===== src/rtl/snap_pkg.sv =====
// Shared types and constants for the snapshot capture controller.
// The DELAY state exists only when SNAP_CAPTURE_CTRL_DELAY_EN is defined.
package snap_pkg;

`ifdef SNAP_CAPTURE_CTRL_DELAY_EN
    typedef enum logic [2:0] {
        ST_IDLE,
        ST_ARMED,
        ST_DELAY,
        ST_CAPTURE,
        ST_DONE
    } state_t;
`else
    typedef enum logic [2:0] {
        ST_IDLE,
        ST_ARMED,
        ST_CAPTURE,
        ST_DONE
    } state_t;
`endif

    localparam int DONE_BIT = 31;
    localparam int CAPT_BIT = 30;
    localparam int ARM_BIT  = 29;

endpackage


===== src/rtl/snap_capture_ctrl_if.sv =====
// Block-RAM write port driven by the snapshot capture controller.
interface snap_capture_ctrl_if #(
    parameter int ADDR_W = 10,
    parameter int DATA_W = 32
);
    logic [ADDR_W-1:0] bram_addr;
    logic [DATA_W-1:0] bram_data;
    logic              bram_we;

    modport master (output bram_addr, output bram_data, output bram_we);
    modport slave  (input  bram_addr, input  bram_data, input  bram_we);
endinterface


===== src/rtl/snap_edge_det.sv =====
// Registered rising-edge detector used to turn the arm level into a one-cycle pulse.
module snap_edge_det (
    input  logic user_clk,
    input  logic user_rst_n,
    input  logic level,
    output logic pulse
);

    logic level_reg;

    always_ff @(posedge user_clk) begin
        if (!user_rst_n) begin
            level_reg <= 1'b0;
        end else begin
            level_reg <= level;
        end
    end

    assign pulse = level & ~level_reg;

endmodule


===== src/rtl/snap_capture_ctrl.sv =====
// Snapshot capture controller: arm, trigger, then stream valid samples into a BRAM.
// Optional post-trigger delay is enabled with the macro SNAP_CAPTURE_CTRL_DELAY_EN.
module snap_capture_ctrl
    import snap_pkg::*;
#(
    parameter int ADDR_W = 10,
    parameter int DATA_W = 32
) (
    input  logic              user_clk,
    input  logic              user_rst_n,
    input  logic [31:0]       ctrl,
    input  logic [DATA_W-1:0] din,
    input  logic              din_valid,
    input  logic              trig,
`ifdef SNAP_CAPTURE_CTRL_DELAY_EN
    input  logic [31:0]       delay_cnt,
`endif
    output logic [31:0]       status,
    snap_capture_ctrl_if.master bram
);

    localparam logic [ADDR_W:0] FULL_COUNT = {1'b1, {ADDR_W{1'b0}}};

    state_t            state_reg, state_next;
    logic [ADDR_W:0]   count_reg, count_next;
    logic [ADDR_W-1:0] addr_reg, addr_next;
    logic [DATA_W-1:0] data_reg, data_next;
    logic              we_reg, we_next;
    logic [31:0]       status_reg, status_next;
    logic              arm_pulse;
    logic              write_sample;
    logic              ctrl_unused;
`ifdef SNAP_CAPTURE_CTRL_DELAY_EN
    logic [31:0]       remain_reg, remain_next;
`endif

    assign ctrl_unused = ^ctrl[31:2];

    snap_edge_det u_arm_edge (
        .user_clk   (user_clk),
        .user_rst_n (user_rst_n),
        .level      (ctrl[0]),
        .pulse      (arm_pulse)
    );

    always_ff @(posedge user_clk) begin
        if (!user_rst_n) begin
            state_reg  <= ST_IDLE;
            count_reg  <= '0;
            addr_reg   <= '0;
            data_reg   <= '0;
            we_reg     <= 1'b0;
            status_reg <= '0;
`ifdef SNAP_CAPTURE_CTRL_DELAY_EN
            remain_reg <= '0;
`endif
        end else begin
            state_reg  <= state_next;
            count_reg  <= count_next;
            addr_reg   <= addr_next;
            data_reg   <= data_next;
            we_reg     <= we_next;
            status_reg <= status_next;
`ifdef SNAP_CAPTURE_CTRL_DELAY_EN
            remain_reg <= remain_next;
`endif
        end
    end

    always_comb begin
        state_next   = state_reg;
        count_next   = count_reg;
        addr_next    = addr_reg;
        data_next    = data_reg;
        we_next      = 1'b0;
        write_sample = 1'b0;
        status_next  = '0;
`ifdef SNAP_CAPTURE_CTRL_DELAY_EN
        remain_next  = remain_reg;
`endif

        // An arm edge overrides whatever else happens this cycle, including a trigger.
        if (arm_pulse) begin
            state_next = ST_ARMED;
            count_next = '0;
        end else begin
            case (state_reg)
                ST_ARMED: begin
                    if (din_valid && (trig || ctrl[1])) begin
`ifdef SNAP_CAPTURE_CTRL_DELAY_EN
                        if (delay_cnt == 32'd0) begin
                            write_sample = 1'b1;
                        end else begin
                            state_next  = ST_DELAY;
                            remain_next = delay_cnt;
                        end
`else
                        write_sample = 1'b1;
`endif
                    end
                end
`ifdef SNAP_CAPTURE_CTRL_DELAY_EN
                ST_DELAY: begin
                    if (din_valid) begin
                        remain_next = remain_reg - 32'd1;
                        if (remain_reg == 32'd1) begin
                            state_next = ST_CAPTURE;
                        end
                    end
                end
`endif
                ST_CAPTURE: begin
                    write_sample = din_valid;
                end
                default: begin
                end
            endcase
        end

        if (write_sample) begin
            we_next    = 1'b1;
            addr_next  = count_reg[ADDR_W-1:0];
            data_next  = din;
            count_next = count_reg + 1'b1;
            state_next = (count_next == FULL_COUNT) ? ST_DONE : ST_CAPTURE;
        end

        status_next[ADDR_W:0] = count_next;
        status_next[DONE_BIT] = (state_next == ST_DONE);
        status_next[CAPT_BIT] = (state_next == ST_CAPTURE);
        status_next[ARM_BIT]  = (state_next == ST_ARMED);
    end

    assign bram.bram_addr = addr_reg;
    assign bram.bram_data = data_reg;
    assign bram.bram_we   = we_reg;
    assign status         = status_reg;

endmodule


===== src/flat_wrapper.sv =====
// flat-port wrapper written by rule: the top's interface ports become plain ports
module snap_capture_ctrl_flat import snap_pkg::*;
#(
    parameter int ADDR_W = 10,
    parameter int DATA_W = 32
)
  (user_clk, user_rst_n, ctrl, din, din_valid, trig, status, bram_bram_addr, bram_bram_data, bram_bram_we);
  snap_capture_ctrl_if #(.ADDR_W(ADDR_W), .DATA_W(DATA_W)) bram_i ();
  input  logic user_clk;
  input  logic user_rst_n;
  input  logic [31:0] ctrl;
  input  logic [DATA_W-1:0] din;
  input  logic din_valid;
  input  logic trig;
  output logic [31:0] status;
  output wire logic [$bits(bram_i.bram_addr)-1:0] bram_bram_addr;
  output wire logic [$bits(bram_i.bram_data)-1:0] bram_bram_data;
  output wire logic [$bits(bram_i.bram_we)-1:0] bram_bram_we;
  assign bram_bram_addr = bram_i.bram_addr;
  assign bram_bram_data = bram_i.bram_data;
  assign bram_bram_we = bram_i.bram_we;
  snap_capture_ctrl #(.ADDR_W(ADDR_W), .DATA_W(DATA_W)) u_core (.user_clk(user_clk), .user_rst_n(user_rst_n), .ctrl(ctrl), .din(din), .din_valid(din_valid), .trig(trig), .status(status), .bram(bram_i));
endmodule

===== config.mk =====
export PLATFORM = sky130hd
export DESIGN_NAME = snap_capture_ctrl_flat
export DESIGN_NICKNAME = d
export VERILOG_FILES = /design/src/rtl/snap_pkg.sv /design/src/rtl/snap_capture_ctrl_if.sv /design/src/rtl/snap_edge_det.sv /design/src/rtl/snap_capture_ctrl.sv /design/src/flat_wrapper.sv
export SDC_FILE = /design/constraint.sdc
export NUM_CORES = 1
export LEC_CHECK = 0
export CORE_AREA = 2 2 81 83
export CTS_BUF_LIST = sky130_fd_sc_hd__clkbuf_2
export CTS_CLUSTER_SIZE = 20
export DETAILED_ROUTE_END_ITERATION = 10
export DIE_AREA = 0 0 83 85
export GPL_ROUTABILITY_DRIVEN = 0
export PLACE_DENSITY = 0.87
export SETUP_SLACK_MARGIN = 0.4
export SLEW_MARGIN = 0
export SYNTH_ARGS = -nofsm -noshare
export SYNTH_HDL_FRONTEND = slang
export SYNTH_HIERARCHICAL = 1
export SYNTH_SLANG_ARGS = --single-unit

===== constraint.sdc =====
create_clock -name user_clk -period 6.1 [get_ports user_clk]
set_clock_uncertainty 0.2 [all_clocks]
set_input_delay 1.525 -clock user_clk [delete_from_list [all_inputs] [get_ports user_clk]]
set_output_delay 1.525 -clock user_clk [all_outputs]
set_load 0.01 [all_outputs]

# Word level (Yosys, flattened, before mapping)
# Cells that the tools add are included.
# W data, S select, Z words.
# totals
romBits	0
memories	0
reg_bits	90
out_inout_bits	75
wordCells	28
latch_bits	0
in_bits	68
mem_bits_rw	0
# classes
div	0
eq_ne	6
bitwise_logic	2
n_mux	9
n_lt_le_gt_ge	0
shift	0
multipliers	0
add_sub_neg	1
reduce_logical	2
# ops
cell	n
$mux W11	2
$add A11 B1 Y11 const B	1
$eq A11 B11 Y1 const B	1
$eq A3 B2 Y1 const B	3
$eq A3 B1 Y1 const B	2
$mux W3	2
$mux W1	4
$pmux W1 S2	1
$and A1 B1 Y1	1
$logic_and A1 B1 Y1	1
$logic_or A1 B1 Y1	1
$not A1 Y1	1

# Depth between registers and ports, before layout
# Gate-level depths: netlist (run 1).
# logic_depth
depth_word	7
depth_mapped	8
ltp_nobuf	6

# By module
# The synthesis (run 1) kept the hierarchy.
# by_module_without_submodules
module	cells_per_inst	seq_area_each_um2	instances	area_per_inst_um2
snap_capture_ctrl	301	1201.2	1	2567.5
snap_edge_det	3	20.0	1	40.0

# Worst setup path before layout (run 1)
# Ideal clock, no wire load.
# synth_path
kind	input to register
start	input port din_valid
end	register u_core.addr_reg[0] (netlist: u_core/bram.bram_addr[0])
arrival_time_ns	2.676
n_path_buf	3
setup_slack_ns	3.102
path_stages	8
setup_time_ns	0.122
required_time_ns	5.778
cell_sequence	nor2b_1 buf_2 inv_1 or3_1 clkbuf_1 buf_2 nand2_1 a21boi_0
# synth_via
elab_chain_cells	4
# synth_lines
element	line_no	source
start, declared	flat_wrapper.sv:13	input logic din_valid;
$logic_and A1 B1 Y1	snap_capture_ctrl.sv:89	if (din_valid && (trig || ctrl[1])) begin
$mux W1	snap_capture_ctrl.sv:89	
$pmux W1 S2 (*)	snap_capture_ctrl.sv:87	case (state_reg)
$mux W1 (*)	snap_capture_ctrl.sv:83	if (arm_pulse) begin
end signal, assigned	snap_capture_ctrl.sv:60	addr_reg <= addr_next;
end, declared	snap_capture_ctrl.sv:26	logic [ADDR_W-1:0] addr_reg, addr_next;
# Every way passes the cells marked *; elsewhere a longest branch is shown, timed or not.
# A chain may end at the register's enable or synchronous reset.

# Worst setup path after layout (run 1)
# layout_path
start	input port din_valid
end	register u_core.data_reg[26] (netlist: u_core/bram.bram_data[26])
# layout_via
elab_chain_cells	4
# layout_lines
element	line_no	source
$logic_and A1 B1 Y1	snap_capture_ctrl.sv:89	
$mux W1	snap_capture_ctrl.sv:89	
$pmux W1 S2 (*)	snap_capture_ctrl.sv:87	
$mux W1 (*)	snap_capture_ctrl.sv:83	
end signal, assigned	snap_capture_ctrl.sv:61	data_reg <= data_next;
end, declared	snap_capture_ctrl.sv:27	logic [DATA_W-1:0] data_reg, data_next;
# Marks and branches as above.

==> results of run 1 <==
critical path, cell delays in order:
cell,delay [ns]
clkdlybuf4s50_1,0.49
nor2b_1,0.53
inv_1,0.30
nor3_4,0.61
buf_4,0.42
nand2_1,0.09
a21boi_0,0.19
per-layer routing:
layer	global-route usage, %	up-vias
met5	0	-
met4	8.05	0
met3	4.86	12
met2	30.9	88
met1	21.5	1029
li1	-	1141
kinds of logic after synthesis:
logic type / Yosys count / share of synthesized area (%)
compound gates: 52 / 14.6
xor+xnor: 12 / 4.32
fa+ha+maj: 1 / 0.480
buf+inv: 38 / 8.45
flops: 61 / 46.8
mux: 3 / 1.20
other cells: 1 / 0.144
simple gates: 136 / 23.9
power breakdown:
group	switching, W	internal, W
clock network	0.000150	0.0000943
registers	0.00000557	0.000408
logic	0.0000429	0.0000490
total	0.000199	0.000552
cell usage in the layout, fill, tap and decap left out, drive strengths merged, types with 2 or more instances in the layout:
cell type	synthesis	final
xnor2	7	7
mux2i	2	2
and2	4	4
clkinvlp	0	4
o21ai	4	4
buf	26	3
nor2b	4	4
nor4	2	2
xor2	5	5
clkdlybuf4s50	0	94
or3	3	3
dfxtp	61	61
clkbuf	8	10
nor2	16	16
nor3	4	4
or4	2	2
a21boi	42	42
conb	1	18
nand2	88	88
nand3	5	5
nand4	5	5
a21oi	2	2
inv	4	4
worst max-delay path by stage:
stage                    from                         to  slack (ns)  cells after the start
floorplan           din_valid   u_core/bram.bram_addr[0]        3.10                      8
global placement    din_valid  u_core/bram.bram_data[20]        1.80                      7
detailed placement  din_valid  u_core/bram.bram_data[26]        1.68                      7
CTS                 din_valid  u_core/bram.bram_data[26]        2.20                      7
global route        din_valid  u_core/bram.bram_data[21]        1.92                      7
finish              din_valid  u_core/bram.bram_data[26]        2.11                      7
per-stage QoR:
step           worst slack (ns)  hold slack (ns)  cell area, um^2  std cells
3_3_place_gp               1.80            0.240             3530        461
2_1_floorplan              3.10            0.239             2670        321
4_1_cts                    2.20            0.271             3640        477
6_report                   2.11            0.268             3640        477
5_1_grt                    1.92            0.291             3640        477
3_5_place_dp               1.68            0.249             3530        461
area by class of cell:
type	count	share of cell area [%]
clock buffers	10	1.38
clock inverters	6	1.75
inverters	4	0.413
multi-input cells	222	33.8
flip-flops and latches	61	33.6
well taps	77	2.65
repair buffers	97	26.5
==> impl_results.md, run 1 <==
- Synth Cell Area: between 0.002 and 0.003 mm^2
- Final core utilization: 58.7%
- Hold Path Depth: 2
- Initial antenna violation count: 0
- FMAX: 251 MHz
- Worst-Margin Slew: 0.725 ns
- FF-to-FF Start: u_core/state_reg[2]
- Netlist cell types: 39
- Die height: roughly 85 um
- Worst r2r dst: u_core/bram.bram_data[26]
- Top Layer Used: met4
- Total power: 0.000751 W
- Count of input and output buffers: 94
- Initial Util: a little over two fifths
- Final hold vios: 0
- Clock Latency Late Sink: 0.46 ns
- HP Class: register to register
- FP Rows: 29
- Synth top area cells: dfxtp_1, nand2_1, a21boi_0
- Post-Syn Instances: 304
- Worst Path Required: roughly 6.3 ns
- Pre-Repair DR Iteration Count: 4
- NumNets Final: roughly 460
- Final-layout fill cell count: ~550
- Nature of the critical path endpoint: register
- DR vias: approximately 2300
- Flops & latches, synth: between 60 and 70
- Status: finished, final reports clean
- Register area: 0.00122 mm^2
- Register area share after synthesis: roughly 47%
- Clock Tree Root: clkbuf_2
- Largest net degree at the start of global routing: between 40 and 50
- Post-synth top area share: 46.8%
- Footprint of the multi-input gates: around 0.0012 mm^2
- DIE AREA: between 0.007 and 0.008 mm^2
- Clock-pin slew on the worst setup and hold paths: about 0.16 ns
- Met2 wire len: 2970 um
- Vias/cell: roughly 4.8
- Post-synth top cells: nand2_1, dfxtp_1, a21boi_0
- Routed wire per std cell: between 10 and 15 um
- Peak supply drop: roughly 0.095 mV
- DRT antenna net count: 0
- Synth area leader: dfxtp_1
- Relative slew slack: approximately half
- Setup TNS: 0 ns
- Synth async-reset ratio: 0%
- Worst Setup Start Kind: input pin
- CORE AREA: 0.00620 mm^2
- CP arrival: ~4.2 ns
- Gr ovfl total: 0
- IO Pins: between 100 and 150
- Kind of critical path: input pin to register
- Bufs on Longest Clock Path: 2
- Max-slew violation count: 0
- Post-Route WL: between 6000 and 7000 um
- Routed metal-1 wirelength: approximately 2700 um
- CTS tree: yes
- Min cycle time layout: approximately 4.0 ns
- First-pass GRT wire length: 10300 um
- Initial drt markers: roughly 110
- Die width: ~83 um
- EDFF count, synth: 0
- H-tree levels: 3
- Syn-to-layout area delta: 39.6%
- Fraction of layout cells with a size suffix above 1: 7.25%
- Most frequent cell after synthesis: nand2_1
- CP Max Fanout: 29
- Post-Syn Area per Cell: 8.58 um^2
- TritonCTS buffer count: 9
- Vias in the first global route: approximately 2200
- Worst Reg-to-Reg Cells: 6
- Ant diodes: 0
- Detailed placer's ending HPWL: 4200 um
- Tcrit/Tclk final: between 60 and 70%
- Cts repair resizes: 0
- Max-cap viol count: 0
- R2R Setup Slk: approximately 3.3 ns
- Primary FF master, synth: dfxtp_1
- GRT Overall Usage: about 18%
- Min-delay src: u_core/bram.bram_data[11]
- Synth Warn #: 6
- # DRC: 0
- Hold buffers post-CTS: 0
- Setup bufs post-CTS: 0
- Hold Crit Endpoint: u_core/bram.bram_data[11]
- Max reg flops: 32
- Met3 WL: 334 um
- Final setup fails: 0
- Clock sink count: 61
- P_leak: between 1 and 1.5 nW
- Unrepaired setup endpoints after global routing: no
- PD cells: 206 mW/mm^2
Power figures use the tool's default switching activity.
==> run 2: changes to the inputs <==
Settings changed: CORE_AREA 2 2 81 83 to 2 2 89 91, DIE_AREA 0 0 83 85 to 0 0 91 93, PLACE_DENSITY 0.87 to 0.76.
Clock period 6.1 ns to 3.6 ns, I/O delays scaled along.
==> run 2 against run 1 <==
Sequential share of layout area fell by 0.56 points; combinational power rose by 75%; sequential power rose by 69%; routed wire length rose by 1.7%; clock power rose by 65%; global-route usage fell by 3.1 points; critical path depth fell by 6; die area rose by 20%; via count rose by 1.7%; register-to-register slack got worse by 2.1 ns; setup slack got worse by 1.3 ns; power rose by 69%; critical path type is now register to output port; critical endpoint is now status[9]; largest power group unchanged.
==> impl_results.md, run 2 (same netlist as run 1, synthesis figures left out) <==
- Die height: 93 um (+9.4%)
- Ant diodes: 0 (unchanged)
- # DRC: 0 (unchanged)
- Initial drt markers: 74 (-32%)
- CTS tree: yes
- Initial antenna violation count: 0 (unchanged)
- FP Rows: 32 (+10%)
- GRT Overall Usage: 15.0% (-3.1 points)
- First-pass GRT wire length: 9930 um (-4.0%)
- Cts repair resizes: 0 (unchanged)
- HP Class: register to register
- Worst r2r dst: u_core/status[30]
- H-tree levels: 3 (unchanged)
- Flop pwr share: 55.4% (+0.2 points)
- Worst path cell trace: clkdlybuf4s50_1
- Vias/cell: 4.55 (-4.3%)
- Min cycle time layout: between 2 and 3 ns
- Pre-Repair DR Iteration Count: 4 (unchanged)
- Final core utilization: 49.2% (-9.5 points)
- Final WS setup: 0.855 ns (-1.26 ns)
- Setup bufs post-CTS: 0 (unchanged)
- Crit path buf inv count: 1 (-2)
- Fraction of layout cells with a size suffix above 1: 8.40% (+1.1 points)
- Psw: 0.000325 W (+64%)
- IO Pins: 143 (unchanged)
- TritonCTS buffer count: 9 (unchanged)
- Commonest non-fill, non-tap cell in the layout: clkdlybuf4s50_1
- Clk pwr share: 31.9% (-0.7 points)
- Clock Tree Root: clkbuf_2
- Clock-pin slew on the worst setup and hold paths: 0.16 ns (about the same)
- Final hold vios: 0 (unchanged)
- Commonest non-fill, non-tap cells in the layout: clkdlybuf4s50_1, nand2_1, dfxtp_1
- Min-delay src: u_core/bram.bram_data[19]
- Sw Ratio: 25.7% (-0.81 points)
- Detailed placer's ending HPWL: 4400 um (+4.6%)
- FF-to-FF Start: u_core/count_reg[3]
- Status: finished, final reports clean
- Hold buffers post-CTS: 0 (unchanged)
- Worst Setup Start Kind: register
- FMAX: 364 MHz
- CORE AREA: 0.00753 mm^2 (+21%)
- Kind of critical path: register to output port
- Top delay family on crit path: buffers and inverters
- Max reg flops: 32 (unchanged)
- Count of input and output buffers: 94 (unchanged)
- Clock Latency Late Sink: 0.46 ns (about the same)
- Vias in the first global route: 2119 (-1.6%)
- Max-slew violation count: 0 (unchanged)
- Hold Path Depth: 2 (unchanged)
- R2R Setup Slk: 1.25 ns (-2.07 ns)
- Fin area: 0.00370 mm^2 (+1.7%)
- Initial Util: 34.6% (-7.4 points)
- NumNets Final: 469 (+1.1%)
- Clock sink count: 61 (unchanged)
- Worst Reg-to-Reg Cells: 5 (-1)
- P_leak: 1.30 nW (+2.8%)
- Nature of the critical path endpoint: output port
- Dpl ws: 0.627 ns (-1.06 ns)
- Worst Path Required: 2.50 ns (-3.78 ns)
- Die width: 91 um (+9.6%)
- Gr ovfl total: 0 (unchanged)
- Unrepaired setup endpoints after global routing: no
- Critical path's largest stage delay: 0.61 ns (about the same)
- PD cells: 342 mW/mm^2 (+66%)
- Int Power: 0.000941 W (+71%)
- Post-Route WL: 6190 um (+1.7%)
- Syn-to-layout area delta: 41.9%
- Slowest CP cell: clkdlybuf4s50_1
- Final setup fails: 0 (unchanged)
- Routed wire per std cell: 12.2 um (-4.3%)
- CP arrival: 1.65 ns (-2.52 ns)
- Bufs on Longest Clock Path: 2 (unchanged)
- Setup TNS: 0 ns (unchanged)
- Gate power share: 12.7% (+0.5 points)
- Peak supply drop: 0.140 mV (+48%)
- Tcrit/Tclk final: around three quarters
- Final-layout fill cell count: 741 (+35%)
- Placed cell areas: 0.00359 mm^2 (+2.0%)
- CP Max Fanout: 6 (-79%)
- DIE AREA: 0.00846 mm^2 (+20%)
- DRT antenna net count: 0 (unchanged)
- DR vias: 2308 (+1.7%)
- Max-cap viol count: 0 (unchanged)
- Hold Crit Endpoint: u_core/bram.bram_data[19]
- Largest net degree at the start of global routing: 47 (-2.1%)
run 2: cell types whose count changed in the layout (fill, tap and decap cells not counted):
cell | previous run | this run
buf_4 | 3 | 8
clkinvlp_4 | 4 | 1
clkinv_2 | 0 | 2
clkbuf_2 | 10 | 11
run 2: layout make-up:
cell class              instances  area (um^2)  share of cell area (%)
multi-input cells             222         1230                    33.2
flip-flops and latches         61         1220                    33.0
repair buffers                102         1000                    27.0
well taps                     102          128                    3.45
clock buffers                  11         55.1                    1.49
clock inverters                 5         51.3                    1.39
inverters                       4         15.0                   0.406
run 2: per-layer routing:
layer	routed length (um)	GRT usage, %
met1	2650	16.6
met2	2990	25.5
met5	0	0
met3	452	5.56
met4	94	7.20
run 2: per-stage QoR:
step	power (W)	instances	hold slack, ns
after detailed placement	0.000878	491	0.245
final	0.00127	507	0.262
after CTS	0.00129	507	0.264
after floorplan	0.000804	321	0.239
after global routing	0.00134	507	0.288
after global placement	0.000875	491	0.240
run 2: worst max-delay path by stage:
stage / from / end / slack, ns / cells after the start
after floorplan: din_valid / u_core/bram.bram_addr[0] / 1.23 / 8
after global placement: din_valid / u_core/bram.bram_data[21] / 0.68 / 8
after detailed placement: din_valid / u_core/bram.bram_data[20] / 0.63 / 8
after CTS: u_core/count_reg[9] / status[9] / 0.80 / 1
after global routing: u_core/count_reg[9] / status[9] / 0.70 / 1
final: u_core/count_reg[9] / status[9] / 0.85 / 1
run 2: power by group through the flow:
stage | combinational, W | sequential, W | clock [W]
floorplan | 0.0000829 | 0.000722 | 0
finish | 0.000161 | 0.000701 | 0.000404
detailed placement | 0.000163 | 0.000716 | 0
CTS | 0.000163 | 0.000702 | 0.000422
global route | 0.000174 | 0.000704 | 0.000461
global placement | 0.000160 | 0.000715 | 0
